File: config.mk
export PLATFORM = sky130hd
export DESIGN_NAME = uart_tx_arbiter_flat
export DESIGN_NICKNAME = d
export VERILOG_FILES = /design/src/rtl/uart_tx_arbiter_if.sv /design/src/rtl/uart_tx_arbiter.sv /design/src/flat_wrapper.sv
export SDC_FILE = /design/constraint.sdc
export NUM_CORES = 1
export LEC_CHECK = 0
export CELL_PAD_IN_SITES_DETAIL_PLACEMENT = 0
export CELL_PAD_IN_SITES_GLOBAL_PLACEMENT = 1
export CORE_UTILIZATION = 33
export CTS_CLUSTER_DIAMETER = 120
export DETAILED_ROUTE_END_ITERATION = 8
export GPL_TIMING_DRIVEN = 1
export PLACE_DENSITY_LB_ADDON = 0.25
export SKIP_CTS_REPAIR_TIMING = 1
export SLEW_MARGIN = 20
export SYNTH_ARGS = -nofsm -noshare
export SYNTH_HDL_FRONTEND = slang
export SYNTH_SLANG_ARGS = --single-unit
File: constraint.sdc
create_clock -name clock -period 5.3 [get_ports clock]
set_input_delay 1.06 -clock clock [delete_from_list [all_inputs] [get_ports clock]]
set_output_delay 1.06 -clock clock [all_outputs]
set_load 0.05 [all_outputs]
File: src/rtl/uart_tx_arbiter_if.sv
// Bundles the producer-side byte handshakes and the UART TX core controls.
// Ports: req_valid/req_data/req_last/req_ready per producer; tx_data/tx_start/tx_done to the UART.
// master: arbiter side. slave: producers plus UART side (testbench).
interface uart_tx_arbiter_if #(
    parameter int N_REQ      = 4,
    parameter int DATA_WIDTH = 8
);
    logic [N_REQ-1:0]            req_valid;
    logic [N_REQ*DATA_WIDTH-1:0] req_data;
    logic [N_REQ-1:0]            req_last;
    logic [N_REQ-1:0]            req_ready;
    logic [DATA_WIDTH-1:0]       tx_data;
    logic                        tx_start;
    logic                        tx_done;

    modport master (
        input  req_valid, req_data, req_last, tx_done,
        output req_ready, tx_data, tx_start
    );

    modport slave (
        output req_valid, req_data, req_last, tx_done,
        input  req_ready, tx_data, tx_start
    );
endinterface

File: src/rtl/uart_tx_arbiter.sv
// Round-robin arbiter sharing one UART transmitter among N_REQ byte producers.
// Latency: transfer at T -> tx_start/tx_data at T+1; tx_done at D -> next transfer at D+1 earliest.
// Backpressure: req_ready is one-hot only in ARB (winner) or HOLD (owner); zero while a byte is in flight.
// Ports: clock, reset (sync, active-high), bus (uart_tx_arbiter_if.master), grant_id, busy.
module uart_tx_arbiter #(
    parameter int N_REQ      = 4,
    parameter int DATA_WIDTH = 8,
    parameter int MAX_BURST  = 16,
    localparam int IDW       = $clog2(N_REQ),
    localparam int BCW       = $clog2(MAX_BURST + 1)
) (
    input  logic                  clock,
    input  logic                  reset,
    uart_tx_arbiter_if.master     bus,
    output logic [IDW-1:0]        grant_id,
    output logic                  busy
);

    typedef enum logic [1:0] {ARB, SEND, WAIT, HOLD} state_t;

    state_t                state;
    state_t                state_nxt;
    logic [IDW-1:0]        ptr;
    logic [IDW-1:0]        win_id;
    logic [IDW-1:0]        sel_id;
    logic [IDW-1:0]        idx;
    logic                  win_vld;
    logic                  xfer;
    logic                  rel_now;
    logic                  last_q;
    logic [BCW-1:0]        burst_cnt;
    logic [DATA_WIDTH-1:0] tx_data_q;
    logic [N_REQ-1:0]      ready;

    // Scan from the far end back toward ptr so the requester closest to ptr
    // (in rotating order) is the last one written, i.e. the winner.
    always_comb begin
        win_vld = 1'b0;
        win_id  = '0;
        idx     = '0;
        for (int k = N_REQ - 1; k >= 0; k--) begin
            idx = IDW'((int'(ptr) + k) % N_REQ);
            if (bus.req_valid[idx]) begin
                win_vld = 1'b1;
                win_id  = idx;
            end
        end
    end

    // A grant is released by end-of-packet or by reaching the burst cap;
    // both at once is still a single release.
    assign rel_now = last_q || (burst_cnt == BCW'(MAX_BURST));

    always_comb begin
        state_nxt = state;
        ready     = '0;
        xfer      = 1'b0;
        sel_id    = grant_id;
        case (state)
            ARB: begin
                sel_id = win_id;
                if (win_vld) begin
                    ready[win_id] = 1'b1;
                    xfer          = 1'b1;
                    state_nxt     = SEND;
                end
            end
            SEND: state_nxt = WAIT;
            WAIT: begin
                if (bus.tx_done) begin
                    state_nxt = rel_now ? ARB : HOLD;
                end
            end
            HOLD: begin
                // Owner keeps the transmitter even while idle; others wait.
                ready[grant_id] = 1'b1;
                if (bus.req_valid[grant_id]) begin
                    xfer      = 1'b1;
                    state_nxt = SEND;
                end
            end
            default: state_nxt = ARB;
        endcase
    end

    always_ff @(posedge clock) begin
        if (reset) begin
            state <= ARB;
        end else begin
            state <= state_nxt;
        end
    end

    always_ff @(posedge clock) begin
        if (reset) begin
            ptr       <= '0;
            grant_id  <= '0;
            tx_data_q <= '0;
            last_q    <= 1'b0;
            burst_cnt <= '0;
        end else begin
            if (xfer) begin
                tx_data_q <= bus.req_data[sel_id*DATA_WIDTH +: DATA_WIDTH];
                last_q    <= bus.req_last[sel_id];
                grant_id  <= sel_id;
                burst_cnt <= (state == ARB) ? BCW'(1) : burst_cnt + 1'b1;
            end
            if (state == WAIT && bus.tx_done && rel_now) begin
                ptr <= (grant_id == IDW'(N_REQ - 1)) ? '0 : grant_id + 1'b1;
            end
        end
    end

    assign bus.req_ready = ready;
    assign bus.tx_data   = tx_data_q;
    assign bus.tx_start  = (state == SEND);
    assign busy          = (state != ARB);

endmodule

File: src/flat_wrapper.sv
// flat-port wrapper written by rule: the top's interface ports become plain ports
module uart_tx_arbiter_flat 
#(
    parameter int N_REQ      = 4,
    parameter int DATA_WIDTH = 8,
    parameter int MAX_BURST  = 16,
    localparam int IDW       = $clog2(N_REQ),
    localparam int BCW       = $clog2(MAX_BURST + 1)
)
  (clock, reset, grant_id, busy, bus_req_valid, bus_req_data, bus_req_last, bus_tx_done, bus_req_ready, bus_tx_data, bus_tx_start);
  uart_tx_arbiter_if #(.N_REQ(N_REQ), .DATA_WIDTH(DATA_WIDTH)) bus_i ();
  input  logic clock;
  input  logic reset;
  output logic [IDW-1:0] grant_id;
  output logic busy;
  input wire logic [$bits(bus_i.req_valid)-1:0] bus_req_valid;
  input wire logic [$bits(bus_i.req_data)-1:0] bus_req_data;
  input wire logic [$bits(bus_i.req_last)-1:0] bus_req_last;
  input wire logic [$bits(bus_i.tx_done)-1:0] bus_tx_done;
  output wire logic [$bits(bus_i.req_ready)-1:0] bus_req_ready;
  output wire logic [$bits(bus_i.tx_data)-1:0] bus_tx_data;
  output wire logic [$bits(bus_i.tx_start)-1:0] bus_tx_start;
  assign bus_i.req_valid = bus_req_valid;
  assign bus_i.req_data = bus_req_data;
  assign bus_i.req_last = bus_req_last;
  assign bus_i.tx_done = bus_tx_done;
  assign bus_req_ready = bus_i.req_ready;
  assign bus_tx_data = bus_i.tx_data;
  assign bus_tx_start = bus_i.tx_start;
  uart_tx_arbiter #(.N_REQ(N_REQ), .DATA_WIDTH(DATA_WIDTH), .MAX_BURST(MAX_BURST)) u_core (.clock(clock), .reset(reset), .bus(bus_i), .grant_id(grant_id), .busy(busy));
endmodule
======== Word level (Yosys, flattened, before mapping) ========
Cells that the tools add are included.
storage, ports and cells
  flip-flop bits (word level) ............. 20
  bits of input ports ..................... 43
  output and inout port bits .............. 16
  logic and storage cells ................. 74
operators by class
  add/subtract/negate cells ............... 5
  $lt $le $gt $ge ......................... 9
  eq/ne operators ......................... 8
  shifts and indexed selects .............. 1
  multiplexer cells ....................... 37
  reduce and logical (&&, ||, !) cells .... 8
operator list
  cell                   number
  $shiftx A32 B6 Y8      1
  $lt A2 B3 Y1 const B   7
  $mux W2                10
  $mux W1                14
  $bmux W1 S2            6
  $pmux W2 S4            1
  $pmux W4 S2            1
  $eq A2 B2 Y1 const B   3
  $add A5 B1 Y5 const B  1
  $eq A5 B5 Y1 const B   1
  $mux W5                1
  $add A2 B1 Y2 const B  2
  $add A2 B2 Y2 const B  2
  $demux W1 S2           2
  $ge A2 B1 Y1 const B   2
  $logic_and A1 B1 Y1    4
  $mux W4                1
  $ne A2 B1 Y1 const B   2
  $reduce_and A3 Y1      1
  $eq A2 B1 Y1 const B   1
  $logic_not A2 Y1       1
  $ne A2 B2 Y1 const B   1
  $pmux W1 S2            1
  $reduce_bool A2 Y1     1
  $logic_or A1 B1 Y1     1

======== Depth between registers and ports, before layout ========
  depth in word-level cells ............... 13
  gate-level depth with buffers ........... 8
  gate-level depth less buffers ........... 7

======== Least setup slack after synthesis ========
No wires, ideal clock.
  path type ............................... input to output
  start ................................... input port bus_req_valid[0]
  end ..................................... output port bus_req_ready[2]
  arrival time ............................ 2814 ps
  required time ........................... 4240 ps
  path slack .............................. 1426 ps
  stages .................................. 5
  path buffers ............................ 0
  path through ............................ a21o_1 a21boi_0 o21a_1 or3b_2 a21oi_1
on the way
  longest elaborated chain between the ends .. 12
  elaborated cells on any way between the ends .. 23
  classes of those cells .................. order compare (2); mux (20); reduce/logical (1)
RTL lines
  item                                                                       RTL line               source
  from (decl)                                                                flat_wrapper.sv:16     input wire logic [$bits(bus_i.req_valid)-1:0] bus_req_valid;
  $bmux W1 S2                                                                uart_tx_arbiter.sv:43  if (bus.req_valid[idx]) begin
  $mux W1 (not written as such)                                              uart_tx_arbiter.sv:43
  $mux W2 (4 in a row)                                                       uart_tx_arbiter.sv:43
  $lt A2 B3 Y1 (not written as such) / $ge A2 B1 Y1 (equally long branches)  uart_tx_arbiter.sv:63  ready[win_id] = 1'b1;
  $logic_and A1 B1 Y1 (not written as such)                                  uart_tx_arbiter.sv:63
  $mux W1 (not written as such)                                              uart_tx_arbiter.sv:63
  $demux W1 S2                                                               -
  $mux W4 *                                                                  uart_tx_arbiter.sv:62  if (win_vld) begin
  $pmux W4 S2 *                                                              uart_tx_arbiter.sv:59  case (state)
  to (decl)                                                                  flat_wrapper.sv:20     output wire logic [$bits(bus_i.req_ready)-1:0] bus_req_ready;
Mark *: on every way between the ends. The rest lies on a longest branch, timed or not. The select of a mux whose other input is x is not followed.

======== Final worst setup path ========
  start ................................... input port bus_req_valid[3]
  end ..................................... output port bus_req_ready[2]
The elaborated chain is that of the path after synthesis.

==> flow_summary_export.csv <==
group,metric,value,unit
hold_path,hold_path.class,"reg -> reg",
setup_path,path_class,"in -> out",
yosys,synth_area,1403,um^2
global_routing,gr-max-usage-layer,"met2",
finish,drive_above_1_share,7.583,%
yosys,synth-seq-cells,20,
clock_tree,cts_sinks,20,
yosys,synth_ff_type,"dfxtp_1",
sta,final_hold_viol_count,0,
clock_tree,clk_path_buf_depth,2,
detailed_routing,drt_first_pass_iters,4,
power,leakagePower,0.7628,nW
setup_path,crit_path_end_kind,"primary output",
sta,rsz0062_at_grt,"no",
finish,n_antenna_cell,0,
placed_design,dp.final_hpwl,3061,um
power,switchingPower,0.3627,mW
global_routing,met3_usage,4.392,%
finish,layout_commonest_cell,"clkdlybuf4s50_1",
yosys,yosysTopAreaCell,"dfxtp_1",
yosys,synthCells,154,
detailed_routing,drt_iter0_markers,55,
placed_design,dpl_worst_slack,0.4461,ns
clock_tree,htreeDepth,1,
setup_path,arrival,3.84,ns
detailed_routing,wl_per_cell,15.12,um
global_routing,use_met1,22.35,%
clock_tree,path_clk_slew,0.08,ns
clock_tree,cts_tree,"done",
die,num_rows,23,
die,die_area,4515,um^2
power,sw_frac_of_total,45.28,%
placed_design,place_congestion,0.8125,
finish,num-fill-cells,376,
sta,clock.fmax,204.2,MHz
finish,area.sequential,400.4,um^2
power,irDropWorstVdd,0.1649,mV
finish,final_cell_area,2096,um^2
global_routing,use_met2,29.63,%
die,die_h,67.20,um
sta,worst_clock_skew,0.004679,ns
setup_path,cp_max_fo,7,
yosys,synth-warning-count,0,
yosys,synth_top_area_share,28.55,%
setup_path,startpoint_type,"primary input",
global_routing,first_global_vias,1307,
global_routing,grt_usage,17.75,%
finish,nNetsFinal,265,
yosys,async_flop_share,0,%
global_routing,grt_start_max_net_pins,19,
yosys,synth.area.top_cells,"dfxtp_1, mux2i_1, ha_1, o221ai_1, nand2_1",
finish,final_cell_mix,"clkdlybuf4s50_1, mux2i_1, dfxtp_1, nand2_1",
detailed_routing,detailroute.via_count,1375,
die,die_x,67.20,um
global_routing,grt_first_pass_wirelength,6092,um
run,max_cap_violations,0,
yosys,synth_nets,207,
sta,worst_pin_slew,0.6391,ns
outcome,outcome,"finished, final reports clean",
die,core-area,4029,um^2
detailed_routing,routed_wl,3947,um
placed_design,placed_cell_area,2026,um^2
yosys,ys_seq_area_share,28.55,%
power,p_int,0.4384,mW
power,p_clk_share,14.7,%
sta,slew_headroom,57.39,%
sta,fin_crit,4.897,ns
sta,setup_tns,0,ns
detailed_routing,ant_nets,0,
placed_design,port_buffers,58,
clock_tree,cts_made_buffers,3,
power,p_per_area,382.2,nW/um^2
yosys,avgSynthCellArea,9.108,um^2
die,start_util,34.81,%
detailed_routing,routed_via_density,5.268,
die,ioPinCount,59,
global_routing,antenna_found_initial,0,
sta,drv_slew,0,
yosys,synthDistinctLibCells,40,
sta,fin_ws,0.4030,ns
global_routing,grt_overflow,0,
sta,post-route-period-util,92.40,%
clock_tree,clock_latency,0.26,ns
yosys,synth_edf_count,0,
setup_path,cp.required,4.24,ns
detailed_routing,drc,0,
sta,setup_viol,0,
finish,area_growth,49.42,%
clock_tree,cts_root_buf,"clkbuf_8",
power,pwr-share-seq,26.3,%
power,pwr-share-comb,59.1,%
finish,multi_input_area,948.4,um^2
-- worst max-delay path: stages --
cell	delay, ns
clkdlybuf4s50_1	0.51
nand2b_1	0.19
a21boi_0	0.39
nor3_1	0.20
or3b_2	0.50
a21oi_1	0.16
clkdlybuf4s50_1	0.83
-- worst paths after layout --
kind	to	cells after the start	slack, ns	from
hold reg to reg	u_core.bus.tx_data[2]	2	0.47	u_core.bus.tx_data[2]
setup reg to reg	u_core.bus.tx_data[3]	7	2.79	u_core.state[0]
setup / recovery	bus_req_ready[2]	7	0.40	bus_req_valid[3]
hold / removal	u_core.bus.tx_data[2]	2	0.47	u_core.bus.tx_data[2]
-- area by class of cell --
class,count,area share (%)
Clock buffer,4,2.627
Inverter,9,1.612
Multi-Input combinational cell,119,45.25
Sequential cell,20,19.10
Tap cell,50,2.985
Timing Repair Buffer,59,28.42
-- registers in the layout, indices dropped and copies added, names as in the netlist --
| name | count |
|---|---|
| u_core.burst_cnt | 5 |
| u_core.bus.tx_data | 8 |
| u_core.grant_id | 2 |
| u_core.last_q | 1 |
| u_core.ptr | 2 |
| u_core.state | 2 |
-- Yosys cell counts, drive strengths merged, types with 2 or more instances --
cell     n
mux2i   22
dfxtp   20
nand2   15
ha      10
nor2    10
o221ai  10
inv      9
a21oi    7
nand3    5
buf      4
nor2b    4
o21ai    4
or3      4
nand2b   3
nor3     3
a211oi   2
a21boi   2
a31o     2
a32oi    2
clkbuf   2
-- power by group through the flow --
stage / clock (mW) / combinational (mW) / sequential (mW)
after floorplan: 0 / 0.243 / 0.289
after global placement: 0 / 0.461 / 0.212
after detailed placement: 0 / 0.468 / 0.213
after CTS: 0.121 / 0.470 / 0.210
after global routing: 0.128 / 0.507 / 0.215
final: 0.117 / 0.473 / 0.210
-- kinds of logic (layout without fill, tap and decap cells) --
logic type | count (synthesis) | after routing | share of synthesized area (%)
adder cells (fa/ha/maj) | 10 | 10 | 8.921
AO/OA/AOI/OAI | 37 | 37 | 22.12
AND/OR/NAND/NOR | 47 | 47 | 16.50
multiplexers | 24 | 24 | 18.11
flip-flops | 20 | 20 | 28.55
XOR/XNOR | 1 | 1 | 0.6246
buffers and inverters | 15 | 72 | 5.173
-- through the flow --
| stage | utilization (%) | instances | power, mW | hold WS [ns] |
|---|---|---|---|---|
| floorplan | - | 154 | 0.5320 | 0.4504 |
| CTS | 51.65 | 260 | 0.8005 | 0.4718 |
| finish | 52.02 | 261 | 0.8011 | 0.4745 |
| global placement | 50.28 | 256 | 0.6721 | 0.4407 |
| detailed placement | 50.28 | 256 | 0.6819 | 0.4524 |
| global route | 52.02 | 261 | 0.8506 | 0.5087 |
-- metal layers --
layer / up-vias / wire length (um)
met2: 23 / 2021
met1: 663 / 1699
met4: 0 / 74
li1: 681 / -
met5: - / 0
met3: 8 / 152
No activity file was read; power rests on OpenSTA's default activity.
